$ cat src/rtl/host_lcd_pkg.sv
// host_lcd_pkg: FSM states, HD44780 command codes and character helpers shared by the LCD driver.
package host_lcd_pkg;
    typedef enum logic [2:0] {
        ST_POWERUP, ST_INIT, ST_CMD1, ST_ROW1, ST_CMD2, ST_ROW2, ST_IDLE
    } lcd_state_t;

    typedef enum logic [1:0] {WR_IDLE, WR_SETUP, WR_EN, WR_GAP} wr_phase_t;

    localparam logic [7:0] CMD_FUNCSET = 8'h38;
    localparam logic [7:0] CMD_DISPON  = 8'h0C;
    localparam logic [7:0] CMD_ENTRY   = 8'h06;
    localparam logic [7:0] CMD_CLEAR   = 8'h01;
    localparam logic [7:0] CMD_LINE1   = 8'h80;
    localparam logic [7:0] CMD_LINE2   = 8'hC0;
    localparam logic [7:0] CHAR_SPACE  = 8'h20;

    function automatic logic [7:0] init_cmd(input logic [1:0] i);
        return i == 2'd0 ? CMD_FUNCSET : i == 2'd1 ? CMD_DISPON : i == 2'd2 ? CMD_ENTRY : CMD_CLEAR;
    endfunction

    // Index 0 is the leftmost character; non-printables are shown as a space.
    function automatic logic [7:0] row_char(input logic [127:0] row, input logic [3:0] i);
        logic [7:0] c;
        c = row[{~i, 3'b000} +: 8];
        return (c < 8'h20 || c > 8'h7E) ? CHAR_SPACE : c;
    endfunction
endpackage

$ cat src/rtl/host_lcd_driver_byte_writer.sv
// lcd_byte_writer: one HD44780 write as SETUP, EN_CYC enable-high cycles, then a low GAP (longer after clear).
module lcd_byte_writer
    import host_lcd_pkg::*;
#(
    parameter int EN_CYC       = 1,
    parameter int GAP_CYC      = 1,
    parameter int CLR_WAIT_CYC = 20,
    parameter int CNT_W        = 8
) (
    input  logic       clk,
    input  logic       rst,
    input  logic       start,
    input  logic       rs,
    input  logic [7:0] data,
    output logic       done,
    output logic       lcd_en,
    output logic       lcd_rs,
    output logic [7:0] lcd_data
);
    wr_phase_t        ph;
    logic [CNT_W-1:0] cnt;
    logic             is_clr;
    logic [CNT_W-1:0] gap_last;
    logic             accept;

    assign gap_last = is_clr ? CNT_W'(GAP_CYC + CLR_WAIT_CYC - 1) : CNT_W'(GAP_CYC - 1);
    assign done     = ph == WR_GAP && cnt == gap_last;
    // The final GAP cycle counts as idle so back-to-back bytes need no dead cycle.
    assign accept   = start && (ph == WR_IDLE || done);

    always_ff @(posedge clk) begin
        if (rst) begin
            ph       <= WR_IDLE;
            cnt      <= '0;
            is_clr   <= 1'b0;
            lcd_en   <= 1'b0;
            lcd_rs   <= 1'b0;
            lcd_data <= 8'h00;
        end else if (accept) begin
            ph       <= WR_SETUP;
            cnt      <= '0;
            is_clr   <= !rs && data == CMD_CLEAR;
            lcd_en   <= 1'b0;
            lcd_rs   <= rs;
            lcd_data <= data;
        end else begin
            case (ph)
                WR_SETUP: begin
                    ph     <= WR_EN;
                    cnt    <= '0;
                    lcd_en <= 1'b1;
                end
                WR_EN: begin
                    if (cnt == CNT_W'(EN_CYC - 1)) begin
                        ph     <= WR_GAP;
                        cnt    <= '0;
                        lcd_en <= 1'b0;
                    end else begin
                        cnt <= cnt + 1'b1;
                    end
                end
                WR_GAP: begin
                    if (done) ph <= WR_IDLE;
                    else cnt <= cnt + 1'b1;
                end
                default: ;
            endcase
        end
    end
endmodule

$ cat src/rtl/host_lcd_driver.sv
// host_lcd_driver: powers up an HD44780 panel and refreshes two 16-char rows from a tear-free snapshot.
module host_lcd_driver
    import host_lcd_pkg::*;
#(
    parameter int POWERUP_CYC  = 200,
    parameter int EN_CYC       = 1,
    parameter int GAP_CYC      = 1,
    parameter int CLR_WAIT_CYC = 20
) (
    input  logic         clk,
    input  logic         rst,
    input  logic [127:0] host_row1,
    input  logic [127:0] host_row2,
    output logic         lcd_en,
    output logic         lcd_rs,
    output logic         lcd_rw,
    output logic [7:0]   lcd_data,
    output logic         lcd_busy,
    output logic         frame_done
);
    localparam int GAP_MAX = GAP_CYC + CLR_WAIT_CYC;
    localparam int CNT_MAX = POWERUP_CYC > GAP_MAX ? (POWERUP_CYC > EN_CYC ? POWERUP_CYC : EN_CYC)
                                                   : (GAP_MAX > EN_CYC ? GAP_MAX : EN_CYC);
    localparam int CNT_W   = $clog2(CNT_MAX + 1);

    lcd_state_t       state;
    logic [CNT_W-1:0] cnt;
    logic [3:0]       idx;
    logic [3:0]       nidx;
    logic [127:0]     row1_s;
    logic [127:0]     row2_s;
    logic             changed;
    logic             snap;
    logic             wr_start;
    logic             wr_rs;
    logic [7:0]       wr_data;
    logic             wr_done;

    assign nidx     = idx + 4'd1;
    assign changed  = host_row1 != row1_s || host_row2 != row2_s;
    assign snap     = (state == ST_INIT && wr_done && idx == 4'd3) || (state == ST_IDLE && changed);
    assign lcd_rw   = 1'b0;
    assign lcd_busy = state != ST_IDLE;

    // Next byte is chosen so its SETUP begins on the same edge as the state it belongs to.
    always_comb begin
        wr_start = 1'b0;
        wr_rs    = 1'b0;
        wr_data  = 8'h00;
        case (state)
            ST_POWERUP: begin
                wr_start = cnt == CNT_W'(POWERUP_CYC - 1);
                wr_data  = CMD_FUNCSET;
            end
            ST_INIT: begin
                wr_start = wr_done;
                wr_data  = idx == 4'd3 ? CMD_LINE1 : init_cmd(nidx[1:0]);
            end
            ST_CMD1: begin
                wr_start = wr_done;
                wr_rs    = 1'b1;
                wr_data  = row_char(row1_s, idx);
            end
            ST_ROW1: begin
                wr_start = wr_done;
                wr_rs    = idx != 4'd15;
                wr_data  = idx == 4'd15 ? CMD_LINE2 : row_char(row1_s, nidx);
            end
            ST_CMD2: begin
                wr_start = wr_done;
                wr_rs    = 1'b1;
                wr_data  = row_char(row2_s, idx);
            end
            ST_ROW2: begin
                wr_start = wr_done && idx != 4'd15;
                wr_rs    = 1'b1;
                wr_data  = row_char(row2_s, nidx);
            end
            ST_IDLE: begin
                wr_start = changed;
                wr_data  = CMD_LINE1;
            end
            default: ;
        endcase
    end

    always_ff @(posedge clk) begin
        if (rst) begin
            state      <= ST_POWERUP;
            cnt        <= '0;
            idx        <= '0;
            row1_s     <= {16{CHAR_SPACE}};
            row2_s     <= {16{CHAR_SPACE}};
            frame_done <= 1'b0;
        end else begin
            frame_done <= 1'b0;
            if (snap) begin
                row1_s <= host_row1;
                row2_s <= host_row2;
            end
            case (state)
                ST_POWERUP: begin
                    if (wr_start) state <= ST_INIT;
                    else cnt <= cnt + 1'b1;
                end
                ST_INIT: begin
                    if (wr_done) begin
                        idx <= idx == 4'd3 ? 4'd0 : nidx;
                        if (idx == 4'd3) state <= ST_CMD1;
                    end
                end
                ST_CMD1: if (wr_done) state <= ST_ROW1;
                ST_ROW1: begin
                    if (wr_done) begin
                        idx <= nidx;
                        if (idx == 4'd15) state <= ST_CMD2;
                    end
                end
                ST_CMD2: if (wr_done) state <= ST_ROW2;
                ST_ROW2: begin
                    if (wr_done) begin
                        idx <= nidx;
                        if (idx == 4'd15) begin
                            state      <= ST_IDLE;
                            frame_done <= 1'b1;
                        end
                    end
                end
                ST_IDLE: if (changed) state <= ST_CMD1;
                default: state <= ST_POWERUP;
            endcase
        end
    end

    lcd_byte_writer #(
        .EN_CYC      (EN_CYC),
        .GAP_CYC     (GAP_CYC),
        .CLR_WAIT_CYC(CLR_WAIT_CYC),
        .CNT_W       (CNT_W)
    ) u_writer (
        .clk     (clk),
        .rst     (rst),
        .start   (wr_start),
        .rs      (wr_rs),
        .data    (wr_data),
        .done    (wr_done),
        .lcd_en  (lcd_en),
        .lcd_rs  (lcd_rs),
        .lcd_data(lcd_data)
    );
endmodule

$ cat config.mk
export PLATFORM = sky130hd
export DESIGN_NAME = host_lcd_driver
export DESIGN_NICKNAME = d
export VERILOG_FILES = /design/src/rtl/host_lcd_pkg.sv /design/src/rtl/host_lcd_driver_byte_writer.sv /design/src/rtl/host_lcd_driver.sv
export SDC_FILE = /design/constraint.sdc
export NUM_CORES = 1
export LEC_CHECK = 0
export BUFFER_PORTS_ARGS = -buffer_cell sky130_fd_sc_hd__buf_2
export CAP_MARGIN = 0
export CORE_MARGIN = 5
export CORE_UTILIZATION = 50
export DETAILED_ROUTE_END_ITERATION = 10
export GPL_TIMING_DRIVEN = 0
export PLACE_DENSITY = 0.77
export SYNTH_ARGS = -nofsm -noshare
export SYNTH_HDL_FRONTEND = slang
export SYNTH_HIERARCHICAL = 1
export SYNTH_SLANG_ARGS = --single-unit
export TNS_END_PERCENT = 20
$ cat constraint.sdc
create_clock -name clk -period 3.6 [get_ports clk]
set_input_delay 0 -clock clk [delete_from_list [all_inputs] [get_ports clk]]
set_output_delay 0 -clock clk [all_outputs]
set_load 0.1 [all_outputs]
==> impl_metrics.tcl <==
set metrics [dict create \
    fp.dieW_um 202 \
    cp.required_ns 4.06 \
    timing.slew.headroom 0.262 \
    ir_drop_mv 0.350 \
    rows 70 \
    setup_viol 28 \
    p_leak_nw 10.0 \
    yosys_register_bits 293 \
    syn_area_per_cell_um2 9.78 \
    wl_per_cell_um 34.2 \
    stdcell_count 2966 \
    synth_warnings 6 \
    rsz0062_at_grt "yes" \
    powerDensity_mw_per_mm2 362 \
    critPathKind "reg -> reg" \
    drcViolationCount 0 \
    clk_pin_slew_worst_paths_ns 0.07 \
    globalplace.congestion 1.10 \
    syn_inst 1878 \
    synthFlopType "dfxtp_1" \
    htreeDepth 2 \
    cts_max_path_buffers 3 \
    final_core_util 0.690 \
    worstSkewPairLatency_ns 0.58 \
    root_buffer "clkbuf_16" \
    whs_ns 0.241 \
    grt_overflow 0 \
    ioPinCount 271 \
    syn_nets 2148 \
    clkSinkCount 293 \
    maxSlewViolCount 0 \
    violations "negative setup slack" \
    final_cell_mix "313 x nor2_1, 291 x buf_2, 290 x dfxtp_1, 266 x mux2i_1, 263 x xor2_1" \
    die_h_um 202 \
    dr.pass1.iters 9 \
    synthArstFlopShare 0 \
    core-area_mm2 0.0364 \
    synth_edf_count 0 \
    hold_viol_final 0 \
    nets 2741 \
    drtIter0Drc 3124 \
    dieArea_mm2 0.0407 \
    startpoint_type "flip-flop" \
    cts_made_buffers 36 \
    syn_area_mm2 0.0184 \
    track_usage 0.485 \
    final_area_mm2 0.0251 \
    place_inst 2615 \
    outcome "finished with violations" \
    grt_max_degree 15 \
    dpl.hpwl_mm 73.6 \
    post-route-min-period_ns 3.78 \
    path_max_fanout 5 \
    dpl-instance-area_mm2 0.0203 \
    cts_tree "built" \
    post_drt_via_cell_ratio 6.76 \
    final_common_cell "nor2_1" \
    yosysUniqueCellTypes 63 \
    hold_path.class "in -> reg" \
    grt_first_pass_wirelength_mm 143 \
    area_growth_pct 36.9 \
    maxCapViolCount 0 \
    start_util 0.504 \
    worst_pin_slew_ns 1.11 \
    arrival_ns 4.24 \
    numPortBuffers 269 \
    ant_nets 0 \
    drive_gt1_frac 0.251 \
    yosysSeqAreaShare 0.319 \
    end_kind "flip-flop" \
    fmax_mhz 265 \
    clock_skew_ns 0.0225 \
    setup_tns_ns -0.941 \
    routed_wl_mm 102 \
    fillers 2667 \
    grt_pass1_vias 19897 \
    dp_slack_ns -1.43 \
    layout_setup_ws_ns -0.177 \
    fin_crit_sh 1.05 \
    antenna_found_initial 6 \
    total_power_mw 9.10 \
    num_vias 20049 \
]
-- metal layers --
| metal | GRT usage | part of all wire | vias to the layer above |
|---|---|---|---|
| li1 | - | - | 7964 |
| met1 | 0.595 | 0.34 | 9552 |
| met2 | 0.718 | 0.41 | 1969 |
| met3 | 0.153 | 0.14 | 552 |
| met4 | 0.351 | 0.10 | 12 |
| met5 | 0 | 0.0013 | - |
-- synth_stat cells, types with 3 or more instances --
library cell	number	area share
and4_1	3	0.0014
and3_1	9	0.0031
mux4_2	114	0.14
and2_1	5	0.0017
nor2b_1	11	0.0037
nor4_1	70	0.024
o2111ai_1	3	0.0014
nor3_1	45	0.012
nor3b_1	7	0.0029
a211oi_1	6	0.0025
nand2_1	61	0.012
a32oi_1	3	0.0014
a22oi_1	17	0.0069
dfxtp_1	293	0.32
a221oi_1	9	0.0043
xor2_1	265	0.13
mux2_2	10	0.0061
nor4b_1	3	0.0014
nand3_1	30	0.0082
xnor2_1	7	0.0033
clkbuf_1	64	0.013
inv_1	16	0.0033
nand4b_1	3	0.0014
nand2b_1	11	0.0037
mux2i_1	274	0.15
or3_1	4	0.0014
nor2_1	316	0.065
o22ai_1	13	0.0044
buf_6	6	0.0037
buf_4	13	0.0053
nand3b_1	3	0.0012
nand4_1	25	0.0085
a31oi_1	4	0.0014
ha_1	12	0.0082
buf_2	37	0.010
a21oi_1	55	0.015
o211ai_1	4	0.0016
o21ai_0	15	0.0041
-- cell families (layout without fill, tap and decap cells) --
logic type / Yosys count / in the layout / synth area share
and+or+nand+nor: 613 / 613 / 0.155
muxes: 398 / 398 / 0.295
DFF: 293 / 293 / 0.319
xor gates and xnor gates: 273 / 273 / 0.131
AOI/OAI and AO/OA: 152 / 152 / 0.0554
buffers and inverters: 136 / 755 / 0.0354
adders and majority gates: 12 / 12 / 0.00817
other: 1 / 2 / 0.000204
-- cell type report --
type	count	area [um2]	share of cell area
Antenna cell	1	2.50	0.0000995
Buffer	117	820	0.0326
Clock buffer	52	1040	0.0415
Clock inverter	12	179	0.00712
Inverter	16	63.8	0.00254
Multi-Input combinational cell	1449	12300	0.490
Sequential cell	293	5870	0.234
Tap cell	468	586	0.0233
Timing Repair Buffer	558	4250	0.169
-- state kept, by name (all words and copies together) (netlist names) --
signal and count:
row1_s 128, row2_s 128, cnt 8, u_writer/cnt 8, u_writer/lcd_data 8, idx 4, state 3, u_writer/ph 2
frame_done 1, u_writer/is_clr 1, u_writer/lcd_en 1, u_writer/lcd_rs 1
-- path summary, 6_finish.rpt --
| kind | cells past startpoint | slack (ns) | endpoint | from |
|---|---|---|---|---|
| setup reg to reg | 16 | -0.18 | u_writer/is_clr$_SDFFE_PP0P_ | idx[0]$_SDFFE_PP0P_ |
| hold / removal | 4 | 0.24 | row1_s[27]$_SDFFE_PP0P_ | host_row1[27] |
| setup / recovery | 16 | -0.18 | u_writer/is_clr$_SDFFE_PP0P_ | idx[0]$_SDFFE_PP0P_ |
| hold reg to reg | 2 | 0.50 | u_writer/lcd_en$_SDFFE_PP0P_ | u_writer/lcd_en$_SDFFE_PP0P_ |
-- worst max-delay path, cell delays in order (launching register included) --
cell	delay, ns
dfxtp_4	0.38
buf_12	0.14
buf_16	0.11
clkinvlp_4	0.10
ha_4	0.33
buf_12	0.15
clkbuf_16	0.19
mux4_2	0.39
mux4_2	0.61
nor2_1	0.15
a311o_1	0.25
buf_6	0.15
nor3_4	0.04
a211o_1	0.31
nand4b_1	0.13
nor3_2	0.05
a31o_1	0.18
-- where the power goes --
part	total, mW	internal, mW	switching (mW)	leakage (nW)
logic	1.85	0.717	1.13	7.09
registers	3.36	3.30	0.0515	2.36
clock network	3.90	2.31	1.59	0.588
total	9.10	6.33	2.77	10.0
-- what timing repair did --
item | 4_1_cts | 5_1_grt
endpoints found under the setup margin | 277 | 196
hold endpoints to repair | 277 | 0
setup buffers | 21 | 9
hold buffers | 257 | 0
gates cloned | 2 | 0
pin swaps | 10 | 11
resized for setup | 94 | 69
No activity file was read; power rests on OpenSTA's default activity.
